`src/rtl/down_counter_pkg.sv`:
```
// Shared types and constants for the loadable down-counter/timer.
package down_counter_pkg;

    localparam int DC_WIDTH_DEFAULT = 4;

    typedef enum logic [1:0] {
        ST_IDLE = 2'd0,
        ST_RUN  = 2'd1,
        ST_DONE = 2'd2
    } dc_state_e;

endpackage : down_counter_pkg

```
`src/rtl/down_counter.sv`:
```
// Loadable down-counter with one-shot / auto-reload modes and a registered
// single-cycle terminal-count pulse.
module down_counter
    import down_counter_pkg::*;
#(
    parameter int WIDTH = DC_WIDTH_DEFAULT
) (
    input  logic             clk,
    input  logic             reset_n,
    input  logic             load_valid,
    output logic             load_ready,
    input  logic [WIDTH-1:0] load_value,
    input  logic             load_auto,
    input  logic             enable,
    input  logic             abort,
    output logic [WIDTH-1:0] count,
    output logic             busy,
    output logic             tc,
    output logic             done
);

    localparam logic [WIDTH-1:0] ONE_C  = {{(WIDTH-1){1'b0}}, 1'b1};
    localparam logic [WIDTH-1:0] ZERO_C = {WIDTH{1'b0}};

    dc_state_e        state_q, state_d;
    logic [WIDTH-1:0] count_q, count_d;
    logic [WIDTH-1:0] reload_q, reload_d;
    logic             auto_q, auto_d;
    logic             tc_q, tc_d;
    logic             done_q, done_d;

    // Next-state logic: abort beats counting; zero either reloads or stops.
    always_comb begin
        state_d  = state_q;
        count_d  = count_q;
        reload_d = reload_q;
        auto_d   = auto_q;
        tc_d     = 1'b0;
        case (state_q)
            ST_IDLE, ST_DONE: begin
                if (load_valid) begin
                    count_d  = load_value;
                    reload_d = load_value;
                    auto_d   = load_auto;
                    state_d  = ST_RUN;
                end else begin
                    state_d  = state_q;
                end
            end
            ST_RUN: begin
                if (abort) begin
                    count_d = ZERO_C;
                    state_d = ST_IDLE;
                end else if (enable) begin
                    if (count_q != ZERO_C) begin
                        count_d = count_q - ONE_C;
                    end else begin
                        tc_d = 1'b1;
                        if (auto_q) begin
                            count_d = reload_q;
                        end else begin
                            state_d = ST_DONE;
                        end
                    end
                end else begin
                    state_d = state_q;
                end
            end
            default: begin
                state_d = ST_IDLE;
                count_d = ZERO_C;
            end
        endcase
        done_d = (state_d == ST_DONE);
    end

    // State and output registers.
    always_ff @(posedge clk or negedge reset_n) begin
        if (!reset_n) begin
            state_q  <= ST_IDLE;
            count_q  <= ZERO_C;
            reload_q <= ZERO_C;
            auto_q   <= 1'b0;
            tc_q     <= 1'b0;
            done_q   <= 1'b0;
        end else begin
            state_q  <= state_d;
            count_q  <= count_d;
            reload_q <= reload_d;
            auto_q   <= auto_d;
            tc_q     <= tc_d;
            done_q   <= done_d;
        end
    end

    assign load_ready = (state_q == ST_IDLE) || (state_q == ST_DONE);
    assign busy       = (state_q == ST_RUN);
    assign count      = count_q;
    assign tc         = tc_q;
    assign done       = done_q;

endmodule : down_counter

```
`config.mk`:
```
export PLATFORM = sky130hd
export DESIGN_NAME = down_counter
export DESIGN_NICKNAME = d
export VERILOG_FILES = /design/src/rtl/down_counter_pkg.sv /design/src/rtl/down_counter.sv
export SDC_FILE = /design/constraint.sdc
export NUM_CORES = 1
export LEC_CHECK = 0
export BUFFER_PORTS_ARGS = -buffer_cell sky130_fd_sc_hd__buf_2
export CAP_MARGIN = 10
export CORE_MARGIN = 10
export CORE_UTILIZATION = 40
export DETAILED_ROUTE_END_ITERATION = 10
export PLACE_DENSITY_LB_ADDON = 0.3
export SLEW_MARGIN = 20
export SYNTH_ARGS = -nofsm -noshare
export SYNTH_HDL_FRONTEND = slang
export SYNTH_SLANG_ARGS = --single-unit
```
`constraint.sdc`:
```
create_clock -name clk -period 5.2 [get_ports clk]
set_input_delay 0.78 -clock clk [delete_from_list [all_inputs] [get_ports clk]]
set_output_delay 0.78 -clock clk [all_outputs]
set_load 0.02 [all_outputs]
```
; After elaboration in Yosys (flattened, before gate mapping)
; Cells that the tools add are included.
[classes]
n_addsub = 1
mul = 0
div_mod_pow = 0
order_cmp = 0
eq_ne = 6
shift = 0
muxes = 16
n_bitwise = 0
n_reduce_logical = 6
[ops]
columns = cell, n
row1 = 4-bit two-way mux, 5
row2 = 2-bit two-way mux, 5
row3 = 4-bit case mux with 2 select lines, 1
row4 = 2-bit equality test (second input constant), 2
row5 = 1-bit two-way mux, 4
row6 = 4-bit by 2-bit != test with 1-bit output (second input constant), 1
row7 = 2-bit case mux with 2 select lines, 1
row8 = 4-bit nonzero test, 1
row9 = 4-bit by 1-bit subtractor with 4-bit output (second input constant), 1
row10 = 3-bit != test (second input constant), 1
row11 = 3-bit AND reduction, 1
row12 = 2-bit by 1-bit equality test with 1-bit output (second input constant), 1
row13 = 2-bit logical NOT, 1
row14 = 2-bit != test (second input constant), 1
row15 = 2-bit AND reduction, 1
row16 = 2-bit OR reduction, 1
row17 = 1-bit logical OR, 1
[totals]
ff_bits = 13
latch_bits = 0
ramBits = 0
romBits = 0
out_inout_bits = 8
wordCells = 35
mem_count = 0

; Logic depth before layout (Yosys ltp)
; Gate-level depths: netlist of run 1.
[logic_depth]
word_depth = 6
ltp_mapped = 6
depth_no_buf = 6

; Least setup slack after synthesis of run 1
; OpenSTA, ideal clock, no wires.
[synth_timing]
path_type = reg-to-reg
start = reg count_q[0], in the netlist count[0]
end = reg count_q[0], in the netlist count[0]
setup_ns = 0.128
arrival_ns = 1.716
slack_ns = 3.356
path_stages_with_launch = 7
path_buffers = 0
period_less_slack_ns = 1.844
path_cell_list = dfrtp_1 -> inv_1 -> ha_1 -> or3b_4 -> o21ai_2 -> a22oi_2 -> mux2_1
[synth_between]
elab_chain_cells = 5
[synth_lines]
columns = element, line_no
row1 = start: declaration, down_counter.sv:26  ; logic [WIDTH-1:0] count_q, count_d;
row2 = start signal: assignment, down_counter.sv:88  ; count_q <= count_d;
row3 = 4-bit by 1-bit subtractor with 4-bit output / 4-bit nonzero test (equally long branches), "down_counter.sv:56, down_counter.sv:55"
row4 = 4-bit two-way mux, down_counter.sv:55  ; if (count_q != ZERO_C) begin
row5 = 4-bit two-way mux, down_counter.sv:54  ; end else if (enable) begin
row6 = 4-bit two-way mux, down_counter.sv:51  ; if (abort) begin
row7 = 4-bit case mux with 2 select lines, down_counter.sv:39  ; case (state_q)
; Parallel ways exist; a longest one is shown, timed or not. The select of a mux whose other input is x is not followed.
; A chain may end at the register's enable or synchronous reset.

; Worst setup path after layout of run 1
[layout_timing]
start = reg state_q[0]
end = out busy
[layout_between]
elab_chain_cells = 1
[layout_lines]
columns = element, line_no
row1 = start: declaration, down_counter.sv:25  ; dc_state_e state_q, state_d;
row2 = start signal: assignment, down_counter.sv:87  ; state_q <= state_d;
row3 = 2-bit by 1-bit equality test with 1-bit output, down_counter.sv:97  ; assign busy = (state_q == ST_RUN);
row4 = end: declaration, down_counter.sv:17  ; output logic busy,
; No other way between the ends.

==> flow_summary.yaml, run 1 <==
detailed_routing:
  wl_met3_microns: 103
  dr.max_layer_used: "met4"
  drt_iter0_drc: 5
  totalWireLength_mm: 1.38
  wl_per_cell_microns: 14.9
  remaining_drc_errors: 0
  antenna_left: 0
  firstDrtPassIters: 4
  dr_wl_met2_microns: 608
  wl_met1_microns: 633
  dr_total_vias: 485
  viasPerCell: 5.22
synthesis:
  ys_seq_area_share_pct: 47.7
  synth_edf_count: 0
  ys.flop_type: "dfrtp_1"
  ys_ff_latch: 13
  avgSynthCellArea_sq_um: 12.2
  async_flop_share_pct: 100
  synth_top_cell_by_area: "dfrtp_1"
  synthCells: 56
  yosysWarnings: 0
  synth.net_count: 68
  syn_area_sq_um: 682
  synth_cell_types: 27
  synth_top_area_share_pct: 47.7
  synth.area.top_cells: "dfrtp_1 (48%), mux2_2 (8.3%), mux2_1 (5.0%), mux2i_1 (4.4%), o2bb2ai_1 (3.9%)"
timing:
  layout_worst_path_cycle_share_pct: 36.8
  tightest_slew_ps: 440
  fin_crit_ps: 1910
  clock-skew-final_ps: 1.74
  rsz0062_at_grt: "false"
  setup_viol: 0
  maxSlewHeadroom_pct: 70.5
  fmax_ghz: 0.523
  fin_tns_setup_ps: 0
  maxSlewViolCount: 0
  hold_violations: 0
cells_and_area:
  area_delta_synth_final_pct: 19.3
  diodes: 0
  final_nets: 90
  drive_gt1_share_pct: 37.7
  nFillCells: 150
  final_area_sq_um: 813
place:
  hpwl_mm: 1.12
  io_buffers: 17
  dpl_cell_area_sq_um: 787
  place_congestion: 0.817
cts:
  cts_resized: 0
  cts_buffers: 3
  cts_tree: "done"
  cts_max_level: 1
  clock_latency_ps: 280
  clockRootBuffer: "clkbuf_4"
  ctsHoldBuffers: 0
  clock-sinks: 13
  ctsLongestPathBuffers: 2
  path_clk_slew_ps: 80
  post-cts-setup-buffers: 0
pwr:
  clkPwrFrac_pct: 15.1
  power_frac_comb_pct: 46.4
  netSwitchingFraction_pct: 40.1
  internal-power_uw: 251
  power.density_nw_per_um2: 515
  p_leak_uw: 0.000410
  peakVddDrop_v: 0.000213
  p_seq_share_pct: 38.5
  power.switching_uw: 168
status:
  status: "finished clean"
floorplan:
  core_area_sq_um: 1560
  ios: 18
  die_w_microns: 61.3
  initial_core_util_pct: 43.7
  die_y_microns: 61.3
  die_area_sq_um: 3760
  rows: 14
global_route:
  grt_pass1_vias: 539
  gr-total-overflow: 0
  antenna_found_initial: 0
  grt_use_total_pct: 8.75
  grt_pass1_wl_mm: 2.46
  grt_max_degree: 14
flow_run:
  drv_cap: 0
worst_setup_path:
  worst-path-max-fanout: 7
  critPathKind: "reg -> out"
  crit_arrival_ps: 1130
  cp.required_ps: 4420
  cp-start-kind: "register"
  worstSetupEndpointType: "output pin"
min_path:
  hold_class: "in -> async"
[flip-flops by register name (all words and copies together) (netlist names)]
signal    flops
auto_q        1
count         4
reload_q      4
tc            1
state_q       2
done          1
[worst max-delay path, cell delays in order, from the launching register on]
cell     delay (ps)
dfrtp_1         430
inv_1           200
nor2_1           60
buf_2           160
[power groups by stage]
stage                     sequential, uW  combinational [uW]  clock, uW
after CTS                            162                 197       64.4
after detailed placement             164                 195          0
final                                161                 194       63.2
after global routing                 168                 215       68.6
after floorplan                      178                 125          0
after global placement               164                 194          0
[through the flow]
stage	utilization, %	total power, uW	setup slack (ps)	cells	hold slack, ps
after detailed placement	50.5	360	3290	89	490
after floorplan	-	304	3360	56	472
after global placement	50.5	358	3290	89	488
final	52.2	419	3290	93	372
after global routing	52.2	452	3220	93	380
after CTS	52.2	423	3290	93	378
[layer usage]
metal	GRT usage, %	vias up
met1	10.0	216
met3	2.88	5
li1	-	252
met5	0	-
met4	5.86	0
met2	13.6	12
[final timing paths]
kind | start | endpoint | slack, ps | cells past startpoint
setup / recovery | state_q[0] | busy | 3290 | 3
hold / removal | reset_n | auto_q | 370 | 1
setup reg to reg | count[0] | count[3] | 3300 | 6
hold reg to reg | reload_q[3] | reload_q[3] | 510 | 1
max in group asynchronous | reset_n | count[3] | 4610 | 1
min in group clk | reload_q[3] | reload_q[3] | 510 | 1
[kinds of logic (layout without fill, tap and decap cells)]
| kind of cell | after synthesis | in the layout | share of synthesized area [%] |
|---|---|---|---|
| AND/OR/NAND/NOR | 10 | 10 | 10.5 |
| buffers and inverters | 5 | 26 | 2.75 |
| XOR/XNOR | 1 | 1 | 1.28 |
| multiplexers | 11 | 11 | 17.6 |
| adder cells (fa/ha/maj) | 2 | 2 | 3.67 |
| flip-flops | 13 | 13 | 47.7 |
| AO/OA/AOI/OAI | 14 | 14 | 16.5 |
[placed cells by master (no fill, tap or decap), drive strengths merged]
cell type	count
inv	5
mux2i	3
mux2	8
o2bb2ai	3
xor2	1
o21bai	1
or3b	2
a21o	1
ha	2
nor2	2
nand2b	1
a2bb2oi	1
clkbuf	4
a21oi	2
nand3b	1
dfrtp	13
nor3b	2
a41o	1
a22oi	2
and3	1
a31oi	1
o21ai	1
nand2	1
o21a	1
buf	17
[synth_stat cells, types with 2 or more instances]
cell type	number
nor2_1	2
ha_1	2
dfrtp_1	13
a21oi_1	2
mux2_1	3
mux2_2	5
inv_1	5
o2bb2ai_1	3
mux2i_1	3
[area by class of cell]
type | count | area (sq um) | area share [%]
Clock buffer | 4 | 26.3 | 3.23
Inverter | 5 | 18.8 | 2.31
Multi-Input combinational cell | 38 | 338 | 41.5
Sequential cell | 13 | 325 | 40.0
Tap cell | 16 | 20.0 | 2.46
Timing Repair Buffer | 17 | 85.1 | 10.5
No activity file was read; power rests on OpenSTA's default activity.
==> run 2: changes to the inputs <==
==> constraint.sdc (replaced) <==
create_clock -name clk -period 1.7 [get_ports clk]
set_input_delay 0.255 -clock clk [delete_from_list [all_inputs] [get_ports clk]]
set_output_delay 0.255 -clock clk [all_outputs]
set_load 0.02 [all_outputs]
==> run 2 against run 1 <==
Clock-buffer cell count did not move. Power rose to 3.6 times the previous value. The run now ends with negative setup slack left. Sequential share of layout area fell by 4.5 points. Wire length rose by 12%. Utilization rose by 7.0 points. Final cell count rose by 11%. Non-clock buffer count rose by 10. Sequential power rose to 3.1 times the previous value. Critical endpoint is now count[2]. Cell area rose by 13%. Register-to-register slack got worse by 3300 ps. Clock power rose to 3.1 times the previous value. Critical path type is now reg -> reg.
==> flow_summary.yaml, run 2 (same netlist as run 1, synthesis figures left out) <==
cts:
  clock-sinks: 13
  path_clk_slew_ps: 90
  clockRootBuffer: "clkbuf_4"
  ctsLongestPathBuffers: 2
  cts_tree: "done"
  cts_buffers: 3
  cts_max_level: 1
  clock_latency_ps: 290
worst_setup_path:
  cp.required_ps: 1870
  critPathKind: "reg -> reg"
  crit_family: "flip-flops"
  path_buf_inv: 1
  critPathSlowestCell: "dfrtp_2"
  cp_slowest_stage_delay_ps: 420
  crit_arrival_ps: 1890
  cp-start-kind: "register"
  worstSetupEndpointType: "register"
  path_cells: "inv_2, ha_4, or3b_4, o21ai_2, a22oi_2, mux2_4"
  worst-path-max-fanout: 4
pwr:
  power.switching_uw: 584
  power.density_nw_per_um2: 1650
  peakVddDrop_v: 0.000991
  p_leak_uw: 0.000468
  clkPwrFrac_pct: 13.1
  finalPower_uw: 1520
  power_frac_comb_pct: 53.7
  netSwitchingFraction_pct: 38.4
  p_seq_share_pct: 33.2
  internal-power_uw: 934
detailed_routing:
  dr_wl_met2_microns: 715
  firstDrtPassIters: 4
  wl_met3_microns: 95
  remaining_drc_errors: 0
  wl_per_cell_microns: 15.0
  antenna_left: 0
  viasPerCell: 5.26
  dr_total_vias: 542
  drt_iter0_drc: 22
  wl_met1_microns: 710
  totalWireLength_mm: 1.55
  dr.max_layer_used: "met4"
floorplan:
  rows: 14
  die_area_sq_um: 3760
  initial_core_util_pct: 43.7
  die_y_microns: 61.3
  die_w_microns: 61.3
  core_area_sq_um: 1560
  ios: 18
timing:
  maxSlewHeadroom_pct: 69.1
  rsz0062_at_grt: "true"
  holdWs_ps: 207
  setup_slack_ps: -24.6
  maxSlewViolCount: 0
  setup_viol: 3
  fin_tns_setup_ps: -63.0
  fmax_ghz: 0.580
  tightest_slew_ps: 462
  clock-skew-final_ps: 9.64
  hold_violations: 0
  layout_worst_path_cycle_share_pct: 101
  fin_crit_ps: 1720
place:
  io_buffers: 17
  place_congestion: 0.832
cells_and_area:
  final_nets: 100
  layout_common_cells: "buf_2 (17), dfrtp_1 (11), buf_4 (9)"
  nFillCells: 135
  area_delta_synth_final_pct: 35.2
  fin_util_pct: 59.1
  layout_commonest_cell: "buf_2"
  drive_gt1_share_pct: 54.0
  diodes: 0
status:
  status: "finished, violations left"
  violations: "negative setup slack"
global_route:
  antenna_found_initial: 0
  grt_max_degree: 14
  grt_pass1_vias: 547
  grt_use_total_pct: 8.95
  gr-total-overflow: 0
  grt_pass1_wl_mm: 2.50
flow_run:
  drv_cap: 0
min_path:
  hold_class: "in -> reg"
## run 2: cell types whose count changed in the layout (fill, tap and decap cells not counted), sizes merged
cell	delta
buf	+9
dlygate4sd3	+1
## run 2: routing by layer
layer,vias up,GRT usage (%)
li1,269,-
met1,258,10.5
met2,11,13.9
met3,4,3.29
met4,0,4.89
met5,-,0
## run 2: metrics by stage
step / cells / setup slack, ps / area, sq um
3_3_place_gp: 96 / -9.16 / 855
5_1_grt: 103 / -84.2 / 922
2_1_floorplan: 56 / -68.6 / 697
6_report: 103 / -24.6 / 922
3_5_place_dp: 96 / -47.9 / 855
4_1_cts: 103 / -27.8 / 917
## run 2: area by class of cell
cell class	count	area [sq um]	area share, %
timing repair buffer	27	163	17.6
sequential	13	328	35.5
clock buffer	4	26.3	2.85
inverter	5	18.8	2.04
multi-input combinational	38	367	39.8
tap	16	20.0	2.17
## run 2: power by group through the flow
| stage | registers [uW] | logic, uW | clock network [uW] |
|---|---|---|---|
| finish | 504 | 815 | 198 |
| global route | 517 | 890 | 213 |
| CTS | 496 | 815 | 199 |
| detailed placement | 502 | 751 | 0 |
| global placement | 495 | 750 | 0 |
| floorplan | 554 | 405 | 0 |
## run 2: worst paths after layout
path	start	endpoint	slack, ps	cells past startpoint
max	count[0]	count[2]	-20	6
min	load_auto	auto_q	210	2
max reg2reg	count[0]	count[2]	-20	6
min reg2reg	reload_q[2]	reload_q[2]	520	1
max in group asynchronous	reset_n	count[1]	1100	2
min in group asynchronous	reset_n	count[0]	370	2
## run 2: worst register-to-register path, stage by stage, from the launching register on
cell and delay [ps]:
dfrtp_2 420, inv_2 80, ha_4 130, or3b_4 400, o21ai_2 130, a22oi_2 110
mux2_4 320
## run 2: repair_timing
action / in CTS / in global routing
endpoints found under the setup margin: 3 / 5
resized for setup: 3 / 1
endpoints found under the hold margin: 13 / 0
hold buffers: 1 / 0
pin swaps: 3 / 1
cloned: 0 / 0
setup buffers: 2 / 0
==> run 3: changes to the inputs <==
--- a/config.mk
+++ b/config.mk
@@ -7,7 +7,7 @@
 export LEC_CHECK = 0
 export BUFFER_PORTS_ARGS = -buffer_cell sky130_fd_sc_hd__buf_2
 export CAP_MARGIN = 10
-export CORE_MARGIN = 10
+export CORE_MARGIN = 1.5
 export CORE_UTILIZATION = 40
 export DETAILED_ROUTE_END_ITERATION = 10
 export PLACE_DENSITY_LB_ADDON = 0.3
==> run 3 against run 2 <==
The run still ends with negative setup slack left. Highest routed layer unchanged. Clock power decreased by 5%. Sequential share of layout area increased by 0.19 points. Largest power group unchanged. Maximum frequency is 0.87% higher.
==> flow_summary.yaml, run 3 (same netlist as run 1, synthesis figures left out) <==
status:
  status: "finished, violations left"
  violations: "negative setup slack"
global_route:
  grt_pass1_wl_mm: 2.53
  grt_use_total_pct: 17.7
  grt_pass1_vias: 577
  grt_max_degree: 14
  antenna_found_initial: 0
  gr-total-overflow: 0
worst_setup_path:
  worstSetupEndpointType: "register"
  cp_slowest_stage_delay_ps: 410
  path_cells: "inv_2, ha_4, or3b_4, o21ai_2, a22oi_2, mux2_4"
  critPathSlowestCell: "dfrtp_2"
  crit_arrival_ps: 1870
  path_buf_inv: 1
  cp-start-kind: "register"
  critPathKind: "reg -> reg"
  worst-path-max-fanout: 4
  cp.required_ps: 1860
  crit_family: "flip-flops"
cells_and_area:
  final_nets: 100
  area_delta_synth_final_pct: 34.5
  layout_common_cells: "buf_2 (17), dfrtp_1 (11), buf_4 (9)"
  layout_commonest_cell: "buf_2"
  fin_util_pct: 58.8
  nFillCells: 127
  final_area_sq_um: 917
  drive_gt1_share_pct: 52.9
  diodes: 0
detailed_routing:
  viasPerCell: 5.38
  antenna_left: 0
  firstDrtPassIters: 6
  wl_per_cell_microns: 13.9
  remaining_drc_errors: 0
  dr_total_vias: 554
  totalWireLength_mm: 1.44
  drt_iter0_drc: 8
floorplan:
  rows: 14
  initial_core_util_pct: 43.7
  die_area_sq_um: 1960
  core_area_sq_um: 1560
  ios: 18
  die_y_microns: 44.3
  die_w_microns: 44.3
timing:
  maxSlewViolCount: 0
  clock-skew-final_ps: 4.87
  setup_slack_ps: -9.78
  maxSlewHeadroom_pct: 67.6
  setup_viol: 2
  fmax_ghz: 0.585
  holdWs_ps: 208
  rsz0062_at_grt: "true"
  hold_violations: 0
  fin_crit_ps: 1710
  tightest_slew_ps: 485
  layout_worst_path_cycle_share_pct: 101
cts:
  clockRootBuffer: "clkbuf_4"
  path_clk_slew_ps: 80
  clock_latency_ps: 270
  cts_max_level: 1
  cts_buffers: 3
  clock-sinks: 13
  cts_tree: "done"
  ctsLongestPathBuffers: 2
pwr:
  p_leak_uw: 0.000466
  peakVddDrop_v: 0.000942
  power.density_nw_per_um2: 1640
  finalPower_uw: 1500
place:
  place_congestion: 0.795
  hpwl_mm: 1.06
  dpl_cell_area_sq_um: 855
  io_buffers: 17
  dp_slack_ps: -23.9
flow_run:
  drv_cap: 0
min_path:
  hold_class: "in -> reg"
-- run 3: cell count changes in the layout (fill, tap and decap cells not counted) --
cell     previous run  this run
nor3b_2             2         1
nor3b_1             0         1
-- run 3: path summary, 6_finish.rpt --
kind / from / end / slack [ps] / cells after the start
min: load_auto / auto_q / 210 / 2
min in group asynchronous: reset_n / count[2] / 390 / 2
max in group asynchronous: reset_n / count[1] / 1060 / 2
min reg2reg: reload_q[1] / reload_q[1] / 510 / 1
max: count[0] / count[3] / -10 / 6
max reg2reg: count[0] / count[3] / -10 / 6
-- run 3: final cells by class --
class | instances | area [sq um] | share of cell area (%)
repair buffers | 27 | 163 | 17.7
inverters | 5 | 18.8 | 2.05
clock buffers | 4 | 26.3 | 2.86
well taps | 16 | 20.0 | 2.18
multi-input cells | 38 | 362 | 39.4
flip-flops and latches | 13 | 328 | 35.7
-- run 3: per-layer routing --
layer  vias to the layer above  GRT usage (%)  routed length (microns)
met5                         -              0                        0
met4                         0           7.27                       25
met3                         4           3.67                       71
met2                        17           29.4                      658
met1                       262           22.5                      678
li1                        271              -                        -
-- run 3: power breakdown --
group | switching [uW] | internal, uW
clock | 97.4 | 90.9
sequential | 86.5 | 409
combinational | 385 | 432
-- run 3: what timing repair did --
| action | CTS | global route |
|---|---|---|
| hold endpoints to repair | 13 | 0 |
| hold buffers | 1 | 0 |
| setup endpoints to repair | 3 | 3 |
| pin swaps | 3 | 1 |
| resized for setup | 3 | 0 |
| setup buffers | 1 | 1 |
-- run 3: metrics by stage --
stage          instances  TNS (ps)
2_1_floorplan         56      -203
3_3_place_gp          96     -11.0
3_5_place_dp          96     -67.2
4_1_cts              102     -39.6
5_1_grt              103      -277
6_report             103     -12.7
